--- src/rtl/rst_gen_pkg.sv ---
// Shared types for the board reset request generator.
package rst_gen_pkg;

  typedef enum logic [1:0] {
    RST_POR = 2'd0,
    RST_BTN = 2'd1,
    RST_SW  = 2'd2,
    RST_WDT = 2'd3
  } rst_cause_e;

  typedef enum logic [1:0] {
    ASSERT  = 2'd0,
    HOLDOFF = 2'd1,
    IDLE    = 2'd2
  } rst_gen_state_e;

  // Counter width for a count that must reach n-1 without wrapping.
  function automatic int cnt_w(input int n);
    return $clog2(n) + 1;
  endfunction

endpackage

--- src/rtl/sync_2ff.sv ---
// Two-flop synchronizer bank for asynchronous level inputs.
module sync_2ff #(
  parameter int WIDTH = 1
) (
  input  logic             gclk_i,
  input  logic             grst_n_i,
  input  logic [WIDTH-1:0] d_i,
  output logic [WIDTH-1:0] q_o
);

  logic [WIDTH-1:0] meta_q;
  logic [WIDTH-1:0] sync_q;

  // First stage may go metastable; second stage is the only one used downstream.
  always_ff @(posedge gclk_i or negedge grst_n_i) begin
    if (!grst_n_i) begin
      meta_q <= '0;
      sync_q <= '0;
    end else begin
      meta_q <= d_i;
      sync_q <= meta_q;
    end
  end

  assign q_o = sync_q;

endmodule

--- src/rtl/reset_request_generator.sv ---
// Board reset request generator: merges a debounced button, a software
// request and (with RST_GEN_WATCHDOG_EN defined) a watchdog into one
// stretched active-low reset pulse with re-trigger holdoff, and records
// the cause of the last reset.
module reset_request_generator
  import rst_gen_pkg::*;
#(
  parameter int DEBOUNCE_CYCLES = 1000,
  parameter int PULSE_CYCLES    = 64,
  parameter int HOLDOFF_CYCLES  = 256,
  parameter int WDT_CYCLES      = 1048576
) (
  input  logic       ext_clk_100_in,
  input  logic       ext_rst_low_in,
  input  logic       btn_rst_in,
  input  logic       sw_rst_req_in,
  input  logic       wdt_kick_in,
  output logic       rst_low_out,
  output logic [1:0] rst_cause_out,
  output logic       busy_out
);

  localparam int DB_W = cnt_w(DEBOUNCE_CYCLES);
  localparam int PL_W = cnt_w(PULSE_CYCLES);
  localparam int HO_W = cnt_w(HOLDOFF_CYCLES);
  localparam logic [DB_W-1:0] DB_TERM = DB_W'(DEBOUNCE_CYCLES - 1);
  localparam logic [PL_W-1:0] PL_TERM = PL_W'(PULSE_CYCLES - 1);
  localparam logic [HO_W-1:0] HO_TERM = HO_W'(HOLDOFF_CYCLES - 1);

  logic btn_s, sw_s;
  logic btn_trig, sw_trig, wdt_trig;

  rst_gen_state_e state_q, state_d;
  rst_cause_e     cause_q, cause_d;
  logic [PL_W-1:0] pulse_cnt_q, pulse_cnt_d;
  logic [HO_W-1:0] hold_cnt_q, hold_cnt_d;
  logic rst_low_q, busy_q;

`ifdef RST_GEN_WATCHDOG_EN
  localparam int NSYNC = 3;
  logic [NSYNC-1:0] async_in, sync_out;
  logic kick_s;
  assign async_in = {wdt_kick_in, sw_rst_req_in, btn_rst_in};
  assign kick_s   = sync_out[2];
`else
  localparam int NSYNC = 2;
  logic [NSYNC-1:0] async_in, sync_out;
  logic unused_kick;
  assign async_in    = {sw_rst_req_in, btn_rst_in};
  assign unused_kick = wdt_kick_in;
`endif

  sync_2ff #(.WIDTH(NSYNC)) u_sync (
    .gclk_i   (ext_clk_100_in),
    .grst_n_i (ext_rst_low_in),
    .d_i      (async_in),
    .q_o      (sync_out)
  );

  assign btn_s = sync_out[0];
  assign sw_s  = sync_out[1];

  // ---------------- debounce and edge detect ----------------
  logic [DB_W-1:0] db_cnt_q, db_cnt_d;
  logic btn_pressed_q, btn_pressed_d, btn_pressed_prev_q;
  logic sw_prev_q;

  // Run-length counter of high button samples, saturating at the terminal value.
  always_comb begin
    db_cnt_d = '0;
    if (btn_s) db_cnt_d = (db_cnt_q == DB_TERM) ? db_cnt_q : db_cnt_q + DB_W'(1);
  end

  assign btn_pressed_d = btn_s && (db_cnt_q == DB_TERM);
  assign btn_trig      = btn_pressed_q & ~btn_pressed_prev_q;
  assign sw_trig       = sw_s & ~sw_prev_q;

  // Debounce state and edge-detect history.
  always_ff @(posedge ext_clk_100_in or negedge ext_rst_low_in) begin
    if (!ext_rst_low_in) begin
      db_cnt_q           <= '0;
      btn_pressed_q      <= 1'b0;
      btn_pressed_prev_q <= 1'b0;
      sw_prev_q          <= 1'b0;
    end else begin
      db_cnt_q           <= db_cnt_d;
      btn_pressed_q      <= btn_pressed_d;
      btn_pressed_prev_q <= btn_pressed_q;
      sw_prev_q          <= sw_s;
    end
  end

  // ---------------- watchdog ----------------
`ifdef RST_GEN_WATCHDOG_EN
  localparam int WD_W = cnt_w(WDT_CYCLES);
  localparam logic [WD_W-1:0] WD_TERM = WD_W'(WDT_CYCLES - 1);

  logic [WD_W-1:0] wdt_cnt_q, wdt_cnt_d;
  logic wdt_armed_q, wdt_armed_d;
  logic kick_prev_q, kick;

  assign kick     = kick_s ^ kick_prev_q;
  assign wdt_trig = (state_q == IDLE) && wdt_armed_q && (wdt_cnt_q == WD_TERM);

  // Count idle cycles since the last kick; armed state drops on any new reset.
  always_comb begin
    wdt_cnt_d = '0;
    if (state_q == IDLE && !kick)
      wdt_cnt_d = (wdt_armed_q && wdt_cnt_q != WD_TERM) ? wdt_cnt_q + WD_W'(1) : wdt_cnt_q;
    if (state_q == IDLE && state_d == ASSERT) wdt_armed_d = 1'b0;
    else                                      wdt_armed_d = wdt_armed_q | kick;
  end

  // Watchdog registers.
  always_ff @(posedge ext_clk_100_in or negedge ext_rst_low_in) begin
    if (!ext_rst_low_in) begin
      wdt_cnt_q   <= '0;
      wdt_armed_q <= 1'b0;
      kick_prev_q <= 1'b0;
    end else begin
      wdt_cnt_q   <= wdt_cnt_d;
      wdt_armed_q <= wdt_armed_d;
      kick_prev_q <= kick_s;
    end
  end
`else
  assign wdt_trig = 1'b0;
`endif

  // ---------------- FSM ----------------
  // Next state: stretch the pulse, wait out the quiet holdoff, then accept one trigger.
  always_comb begin
    state_d     = state_q;
    cause_d     = cause_q;
    pulse_cnt_d = '0;
    hold_cnt_d  = '0;
    unique case (state_q)
      ASSERT: begin
        if (pulse_cnt_q == PL_TERM) state_d = HOLDOFF;
        else                        pulse_cnt_d = pulse_cnt_q + PL_W'(1);
      end
      HOLDOFF: begin
        if (btn_s || sw_s)             hold_cnt_d = '0;
        else if (hold_cnt_q == HO_TERM) state_d   = IDLE;
        else                           hold_cnt_d = hold_cnt_q + HO_W'(1);
      end
      IDLE: begin
        if (btn_trig || wdt_trig || sw_trig) begin
          state_d = ASSERT;
          if (btn_trig)      cause_d = RST_BTN;
          else if (wdt_trig) cause_d = RST_WDT;
          else               cause_d = RST_SW;
        end
      end
      default: state_d = ASSERT;
    endcase
  end

  // State, counters and registered output decodes.
  always_ff @(posedge ext_clk_100_in or negedge ext_rst_low_in) begin
    if (!ext_rst_low_in) begin
      state_q     <= ASSERT;
      cause_q     <= RST_POR;
      pulse_cnt_q <= '0;
      hold_cnt_q  <= '0;
      rst_low_q   <= 1'b0;
      busy_q      <= 1'b1;
    end else begin
      state_q     <= state_d;
      cause_q     <= cause_d;
      pulse_cnt_q <= pulse_cnt_d;
      hold_cnt_q  <= hold_cnt_d;
      rst_low_q   <= (state_d != ASSERT);
      busy_q      <= (state_d != IDLE);
    end
  end

  assign rst_low_out   = rst_low_q;
  assign rst_cause_out = cause_q;
  assign busy_out      = busy_q;

endmodule

--- config.mk ---
export PLATFORM = sky130hd
export DESIGN_NAME = reset_request_generator
export DESIGN_NICKNAME = d
export VERILOG_FILES = /design/src/rtl/rst_gen_pkg.sv /design/src/rtl/sync_2ff.sv /design/src/rtl/reset_request_generator.sv
export SDC_FILE = /design/constraint.sdc
export NUM_CORES = 1
export LEC_CHECK = 0
export ABC_CLOCK_PERIOD_IN_PS = 2000
export BUFFER_PORTS_ARGS = -buffer_cell sky130_fd_sc_hd__buf_2
export CAP_MARGIN = 40
export CORE_ASPECT_RATIO = 1.25
export CORE_MARGIN = 3
export CORE_UTILIZATION = 55
export DETAILED_ROUTE_END_ITERATION = 8
export MAX_ROUTING_LAYER = met4
export PLACE_DENSITY = 0.78
export SETUP_SLACK_MARGIN = 0.3
export SYNTH_ARGS = -nofsm -noshare
export SYNTH_HDL_FRONTEND = slang
export SYNTH_SLANG_ARGS = --single-unit
export TNS_END_PERCENT = 1
--- constraint.sdc ---
create_clock -name ext_clk_100_in -period 2 [get_ports ext_clk_100_in]
set_input_delay 0 -clock ext_clk_100_in [delete_from_list [all_inputs] [get_ports ext_clk_100_in]]
set_output_delay 0 -clock ext_clk_100_in [all_outputs]
set_load 0.03 [all_outputs]
* Word level (Yosys, flattened, before mapping) *
Cells that the tools add are included.

storage, ports and cells
  input port bits = 5
  RAM bits = 0
  memories = 0
  latch bits = 0
  word-level logic and storage cells = 45
  bits in read-only memories = 0
  register bits = 40

operators by class
  div/mod/pow operators = 0
  $mul = 0
  add/subtract/negate cells = 3
  equal/unequal tests = 7
  $lt $le $gt $ge = 0
  reductions and logical operators = 6
  shift-type cells = 0
  muxes and demuxes = 13
  bitwise operators = 4

operator list
  kind                                                                      number
  9-bit 2-to-1 mux                                                          3
  11-bit 2-to-1 mux                                                         2
  7-bit 2-to-1 mux                                                          2
  11-bit by 1-bit adder with 11-bit output (second input constant)          1
  11-bit by 10-bit equality test with 1-bit output (second input constant)  1
  2-bit 2-to-1 mux                                                          5
  9-bit by 1-bit adder with 9-bit output (second input constant)            1
  9-bit by 8-bit equality test with 1-bit output (second input constant)    1
  7-bit by 1-bit adder with 7-bit output (second input constant)            1
  7-bit by 6-bit equality test with 1-bit output (second input constant)    1
  2-bit case mux with 3 select lines                                        1
  2-bit != test (second input constant)                                     2
  1-bit AND                                                                 2
  2-bit by 1-bit equality test with 1-bit output (second input constant)    1
  2-bit equality test (second input constant)                               1
  2-bit logical NOT                                                         1
  1-bit logical OR                                                          2
  1-bit NOT                                                                 2
  2-bit AND reduction                                                       1
  2-bit nonzero test                                                        1
  1-bit logical AND                                                         1

* Longest topological paths before layout *
Gate-level depths: netlist of the first run.

  word-level depth = 6
  mapped depth = 4

* Modules after synthesis *
A second synthesis of the first run with hierarchy kept.

second synthesis, totals
  cells, all modules = 149
  area, all modules = 1690.4 sq um

modules (own cells, without submodules)
  module                   times used  area each (sq um)  seq. area each (sq um)  cells an instance
  reset_request_generator  1           1590.3             902.1                   145
  sync_2ff                 1           100.1              100.1                   4

* Worst setup path before layout of the first run *
OpenSTA, ideal clock, no wires.

  kind = register to register
  start = register hold_cnt_q[0]
  end = register hold_cnt_q[1]
  library setup time = 120 ps
  path buffers = 0
  period minus slack after synthesis = 1438 ps
  required time = 1880 ps
  arrival = 1318 ps
  cell stages (with the launch flop) = 5
  slack = 562 ps
  cells stage by stage = dfrtp_1 ha_1 nand3_1 or3_1 and3_1

between the ends
  cells in the longest elaborated chain, start to end = 4

ends and longest elaborated chain
  element                                                                                                          RTL line                                                        source
  start: declaration                                                                                               reset_request_generator.sv:36                                   logic [HO_W-1:0] hold_cnt_q, hold_cnt_d;
  start signal: assignment                                                                                         reset_request_generator.sv:172                                  hold_cnt_q <= hold_cnt_d;
  9-bit by 1-bit adder with 9-bit output / 9-bit by 8-bit equality test with 1-bit output (equally long branches)  reset_request_generator.sv:145, reset_request_generator.sv:144
  9-bit 2-to-1 mux (*)                                                                                             reset_request_generator.sv:144                                  else if (hold_cnt_q == HO_TERM) state_d = IDLE;
  9-bit 2-to-1 mux (*)                                                                                             reset_request_generator.sv:143                                  if (btn_s || sw_s) hold_cnt_d = '0;
  9-bit 2-to-1 mux (*)                                                                                             reset_request_generator.sv:137                                  unique case (state_q)
  net hold_cnt_d[1]                                                                                                reset_request_generator.sv:36

The timed path passes the listed nets; every way through them passes the cells marked *.
A chain may end at the register's enable or synchronous reset.

* Worst setup path in the final report of the first run *
Ends and elaborated chain as after synthesis.

==> results of run 1 <==
==> flip-flops by register name, summed over array words and instances (netlist names) <==
signal              flops
btn_pressed_q           1
sw_prev_q               1
state_q                 2
hold_cnt_q              9
busy_out                1
u_sync.q_o              2
pulse_cnt_q             7
rst_cause_out           2
btn_pressed_prev_q      1
u_sync.meta_q           2
rst_low_out             1
db_cnt_q               11
==> placed cells by master (no fill, tap or decap), types with 2 or more instances in the layout <==
cell type / count
nand2_1: 8
ha_1: 3
buf_2: 7
mux2i_1: 2
or3_1: 8
o211a_1: 3
xnor2_1: 3
o21ai_0: 8
nor2_1: 11
o21ai_1: 2
nand2b_1: 5
nand3_1: 9
inv_1: 4
o31ai_1: 5
a21oi_1: 10
or4_1: 4
xor2_1: 4
nand4_1: 2
dfrtp_1: 39
clkbuf_4: 5
nor3_1: 2
dlygate4sd3_1: 3
==> metal layers <==
layer / track usage / wire, um / up-vias
met3: 0.0354 / 112 / 8
met5: - / 0 / -
met4: 0.110 / 68 / 0
met2: 0.333 / 1600 / 22
li1: - / - / 588
met1: 0.179 / 1290 / 604
==> per-stage QoR <==
step	cells	worst slack (ns)	area [um2]	total power [W]
after floorplan	152	0.562	1740	0.000854
after global placement	194	0.463	1820	0.000874
after detailed placement	194	0.426	1820	0.000877
after CTS	205	0.406	1930	0.00144
after global routing	205	0.307	1930	0.00146
final	205	0.391	1930	0.00142
==> timing repair <==
action,in CTS,in global routing
hold endpoints to repair,41,0
buffers inserted,0,0
hold buffers,3,0
==> cell type report <==
class	instances	area, um2	share of cell area
multi-input combinational	106	717	0.371
clock buffer	5	37.5	0.0194
inverter	5	18.8	0.00972
clock inverter	3	46.3	0.0240
timing repair buffer	10	65.1	0.0337
tap	36	45.0	0.0233
sequential	40	1000	0.519
==> cell families (layout without fill, tap and decap cells) <==
group,after synthesis,count (layout),share of synthesized area
AOI/OAI and AO/OA,34,34,0.129
adders and majority gates,3,3,0.0215
DFF,40,40,0.575
and+or+nand+nor,60,60,0.215
buffers and inverters,6,23,0.0136
muxes,2,2,0.0115
xor gates and xnor gates,7,7,0.0352
==> worst reg2reg max path, stage by stage, from the launching register on <==
cell	delay (ns)
dfrtp_1	0.42
ha_1	0.20
nand3_1	0.24
or3_1	0.44
and3_1	0.21
==> worst max-delay path by stage <==
| stage | slack (ns) | depth (start not counted) | end | from |
|---|---|---|---|---|
| after global placement | 0.46 | 4 | hold_cnt_q[1]$_DFF_PN0_ | hold_cnt_q[0]$_DFF_PN0_ |
| after detailed placement | 0.43 | 4 | hold_cnt_q[1]$_DFF_PN0_ | hold_cnt_q[0]$_DFF_PN0_ |
| final | 0.39 | 4 | hold_cnt_q[1]$_DFF_PN0_ | hold_cnt_q[0]$_DFF_PN0_ |
| after CTS | 0.41 | 4 | hold_cnt_q[1]$_DFF_PN0_ | hold_cnt_q[0]$_DFF_PN0_ |
| after global routing | 0.31 | 4 | hold_cnt_q[5]$_DFF_PN0_ | hold_cnt_q[0]$_DFF_PN0_ |
| after floorplan | 0.56 | 4 | hold_cnt_q[1]$_DFF_PN0_ | hold_cnt_q[0]$_DFF_PN0_ |
==> where the power goes <==
group / total [W] / internal, W / switching [W]
clock network: 0.000558 / 0.000267 / 0.000291
registers: 0.000828 / 0.000819 / 0.00000973
logic: 0.0000366 / 0.0000122 / 0.0000244
total: 0.00142 / 0.00110 / 0.000325
==> results.py, run 1 <==
metrics = {
    "outcome": {
        "status": "completed",
    },
    "drt": {
        "first_pass_iters": 4,
        "drc": 0,
        "drtAntennaViolNets": 0,
        "drt_wl_total_mm": 3.08,
        "post_drt_wl_per_cell_um": 15.0,
        "vias": 1222,
        "first_iter_violations": 34,
        "vias_per_cell": 5.96,
    },
    "critical_path": {
        "worst-path-buf-inv": 0,
        "critPathArrivalTime_ns": 1.87,
        "timing.rr.start": "hold_cnt_q[0]$_DFF_PN0_",
        "setup.worst_path.start_class": "flip-flop",
        "critPathSlowestCell": "or3_1",
        "r2r-end": "hold_cnt_q[1]$_DFF_PN0_",
        "critPathMaxStageDelay_ns": 0.44,
        "critPathTopFamily": "simple AND/OR/NAND/NOR gates",
        "cp-end-kind": "flip-flop",
        "rr_worst_depth": 4,
        "crit_fanout": 7,
        "crit_path_cell_trace": "ha_1, nand3_1, or3_1, and3_1",
        "crit_type": "reg -> reg",
        "crit_required_ns": 2.26,
        "rrSetupSlack_ns": 0.39,
    },
    "timing": {
        "relSlewSlack": 0.438,
        "setup_violations": 0,
        "slew_violations": 0,
        "worst_pin_slew_ns": 0.843,
        "min_period_ns": 1.61,
        "grt_setup_unrepaired": "false",
        "finalCritPeriodShare": 0.805,
        "fin_setup_tns_ns": 0,
        "fmax_ghz": 0.621,
        "fin_skew_ns": 0.0123,
        "hold_ws_ns": 0.261,
        "hold_viol": 0,
    },
    "final_layout": {
        "areaGrowthSynthToFinish_pct": 10.8,
        "final_util": 0.650,
        "fill_cells": 236,
        "final_nets": 176,
        "drive_gt1_frac": 0.148,
        "num_antenna_cells": 0,
    },
    "global_routing": {
        "grt_usage": 0.181,
        "grt_max_degree": 41,
        "overflow": 0,
        "grt_pass1_vias": 1211,
        "grt_pass1_wl_mm": 5.14,
        "antenna_found_initial": 0,
    },
    "floorplan": {
        "die_y_um": 68.9,
        "pin_count": 9,
        "dieArea_um2": 3880,
        "core-area_um2": 2970,
        "die_w_um": 56.4,
        "rows": 22,
        "initial_core_util": 0.586,
    },
    "logic_synthesis": {
        "yosysUniqueCellTypes": 39,
        "syn_nets": 160,
        "syn_area_um2": 1740,
        "netlist_instances": 152,
        "netlist.area_leader.share": 0.560,
        "yosys_warnings": 0,
        "ys_ff_latch": 40,
        "yosysMostFrequentCell": "dfrtp_1",
        "synth_area_per_cell_um2": 11.5,
        "ys.flop_type": "dfrtp_1",
        "seq_area_frac_synth": 0.575,
        "synth-async-reset-ratio": 1.00,
        "synth_area_leaders": "dfrtp_1 56%, a21oi_1 2.9%, or3_1 2.9%, nand3_1 2.6%, nor2_1 2.4%",
        "synth_top_cell_by_area": "dfrtp_1",
        "synth_commonest_cells": "39 x dfrtp_1, 11 x nor2_1, 10 x a21oi_1",
        "synth_edf_count": 0,
    },
    "worst_hold_path": {
        "hold_class": "in -> async",
    },
    "clock_tree": {
        "numClockSinks": 40,
        "clk_pin_slew_worst_paths_ns": 0.13,
        "cts_inserted_buffers": 5,
        "clk_path_buf_depth": 2,
        "clock_tree.root_cell": "clkbuf_4",
        "htreeDepth": 2,
        "cts_tree": "yes",
        "cts_resized": 0,
        "clk_latency_ns": 0.36,
    },
    "power_and_ir_drop": {
        "ir_drop_mv": 0.700,
        "leakagePower_nw": 0.841,
        "p_per_area_nw_per_um2": 737,
    },
    "place": {
        "port_buffers": 7,
        "gp_congestion": 0.716,
        "post-dp-hpwl_mm": 2.19,
    },
    "job": {
        "cap_violations": 0,
    },
}
No activity file was read; power rests on OpenSTA's default activity.
==> run 2, diff against run 1 <==
--- a/config.mk
+++ b/config.mk
@@ -5,7 +5,7 @@
 export SDC_FILE = /design/constraint.sdc
 export NUM_CORES = 1
 export LEC_CHECK = 0
-export ABC_CLOCK_PERIOD_IN_PS = 2000
+export ABC_CLOCK_PERIOD_IN_PS = 1560
 export BUFFER_PORTS_ARGS = -buffer_cell sky130_fd_sc_hd__buf_2
 export CAP_MARGIN = 40
 export CORE_ASPECT_RATIO = 1.25
==> constraint.sdc (replaced) <==
create_clock -name ext_clk_100_in -period 1.56 [get_ports ext_clk_100_in]
set_input_delay 0 -clock ext_clk_100_in [delete_from_list [all_inputs] [get_ports ext_clk_100_in]]
set_output_delay 0 -clock ext_clk_100_in [all_outputs]
set_load 0.03 [all_outputs]
==> results.py, run 2 (synthesis results as in run 1) <==
metrics = {
    "final_layout": {
        "areaGrowthSynthToFinish_pct": 18.2,
        "top_regs": "db_cnt_q x11, hold_cnt_q x9, pulse_cnt_q x7",
        "layout_common_cells": "38 x dfrtp_1, 11 x nor2_1, 9 x a21oi_1",
        "largest_reg_flops": 11,
        "largest_register": "db_cnt_q",
        "fill_cells": 210,
        "num_antenna_cells": 0,
        "layout_commonest_cell": "dfrtp_1",
        "design_area_um2": 2060,
        "drive_gt1_frac": 0.225,
        "finalNonFillerCells": 214,
        "multiInputGateArea_um2": 753,
        "final_nets": 185,
        "ff_latch_area_um2": 1000,
    },
    "outcome": {
        "status": "completed",
    },
    "drt": {
        "vias": 1250,
        "drt_wl_total_mm": 3.21,
        "vias_per_cell": 5.84,
        "post_drt_wl_per_cell_um": 15.0,
        "drc": 0,
        "drtAntennaViolNets": 0,
        "first_iter_violations": 82,
        "first_pass_iters": 4,
    },
    "place": {
        "dpl-instance-area_um2": 1890,
        "dpl_worst_slack_ns": 0.0818,
        "port_buffers": 7,
        "dp_cells": 201,
        "post-dp-hpwl_mm": 2.36,
        "gp_congestion": 0.789,
    },
    "timing": {
        "fin_skew_ns": 0.00759,
        "grt_setup_unrepaired": "true",
        "fmax_ghz": 0.667,
        "min_period_ns": 1.50,
        "finalCritPeriodShare": 0.961,
        "setup_violations": 0,
        "worst_pin_slew_ns": 0.501,
        "slew_violations": 0,
        "hold_viol": 0,
        "relSlewSlack": 0.665,
        "fin_setup_tns_ns": 0,
        "worst_slack_ns": 0.0615,
    },
    "power_and_ir_drop": {
        "ir_drop_mv": 0.704,
        "leakagePower_nw": 0.896,
        "p_per_area_nw_per_um2": 914,
    },
    "clock_tree": {
        "clock_tree.root_cell": "clkbuf_4",
        "cts_tree": "yes",
        "cts_inserted_buffers": 5,
        "clk_latency_ns": 0.34,
        "clk_pin_slew_worst_paths_ns": 0.12,
        "clk_path_buf_depth": 2,
        "htreeDepth": 2,
        "numClockSinks": 40,
    },
    "floorplan": {
        "rows": 22,
        "pin_count": 9,
        "core-area_um2": 2970,
        "initial_core_util": 0.586,
        "die_w_um": 56.4,
        "die_y_um": 68.9,
        "dieArea_um2": 3880,
    },
    "critical_path": {
        "setup.worst_path.start_class": "flip-flop",
        "crit_type": "reg -> reg",
        "cp-end-kind": "flip-flop",
        "critPathArrivalTime_ns": 1.77,
        "crit_required_ns": 1.83,
        "rrSetupSlack_ns": 0.06,
        "crit_fanout": 4,
    },
    "global_routing": {
        "grt_pass1_vias": 1292,
        "overflow": 0,
        "grt_max_degree": 23,
        "grt_usage": 0.198,
        "antenna_found_initial": 0,
        "grt_pass1_wl_mm": 5.65,
    },
    "worst_hold_path": {
        "hold_class": "in -> async",
    },
    "job": {
        "cap_violations": 0,
    },
}
-- run 2: changes by cell type in the layout (fill, tap and decap cells not counted), sizes merged --
cell / change
buf: +9
clkbuf: +2
clkinvlp: -1
inv: -1
-- run 2: worst paths after layout --
| path | cells past startpoint | startpoint | endpoint |
|---|---|---|---|
| worst max register to register | 4 | pulse_cnt_q[0]$_DFF_PN0_ | rst_low_out$_DFF_PN0_ |
| min in group ext_clk_100_in | 2 | btn_rst_in | u_sync.meta_q[0]$_DFF_PN0_ |
| worst min register to register | 0 | u_sync.meta_q[0]$_DFF_PN0_ | u_sync.q_o[0]$_DFF_PN0_ |
| worst max-delay path | 4 | pulse_cnt_q[0]$_DFF_PN0_ | rst_low_out$_DFF_PN0_ |
| max in group asynchronous | 3 | ext_rst_low_in | busy_out$_DFF_PN1_ |
| worst min-delay path | 2 | ext_rst_low_in | pulse_cnt_q[5]$_DFF_PN0_ |
-- run 2: layout make-up --
class / instances / area share
Sequential cell: 40 / 0.487
Multi-Input combinational cell: 106 / 0.366
Timing Repair Buffer: 19 / 0.0704
Clock buffer: 7 / 0.0316
Tap cell: 36 / 0.0219
Clock inverter: 1 / 0.0146
Inverter: 5 / 0.00911
-- run 2: what timing repair did --
item	4_1_cts	5_1_grt
setup endpoints to repair	26	28
pin swaps	0	1
endpoints found under the hold margin	41	0
hold buffers	3	0
gates resized for setup	0	7
buffers inserted	0	2
-- run 2: critical path, cell delays in order, from the launching register on --
cell and delay (ns):
dfrtp_1 0.41, ha_1 0.21, nand3_1 0.19, o41a_1 0.45, o221ai_1 0.17
-- run 2: per-stage QoR --
step	hold WS (ns)	util	total power, W
after global routing	0.164	0.693	0.00195
final	0.127	0.693	0.00188
after detailed placement	-0.0303	0.635	0.00113
after CTS	0.117	0.677	0.00189
after global placement	-0.0374	0.635	0.00113
after floorplan	-0.296	-	0.00110
-- run 2: layer usage --
| metal | global-route usage | wire length, um | up-vias |
|---|---|---|---|
| met5 | - | 0 | - |
| met4 | 0.0801 | 55 | 0 |
| met3 | 0.0503 | 91 | 7 |
| met2 | 0.358 | 1700 | 15 |
| met1 | 0.210 | 1360 | 613 |
| li1 | - | - | 615 |
-- run 2: power by group --
| group | internal [W] | leakage (nW) | switching (W) |
|---|---|---|---|
| clock | 0.000426 | 0.0515 | 0.000333 |
| combinational | 0.0000269 | 0.319 | 0.0000358 |
| sequential | 0.00105 | 0.526 | 0.0000118 |
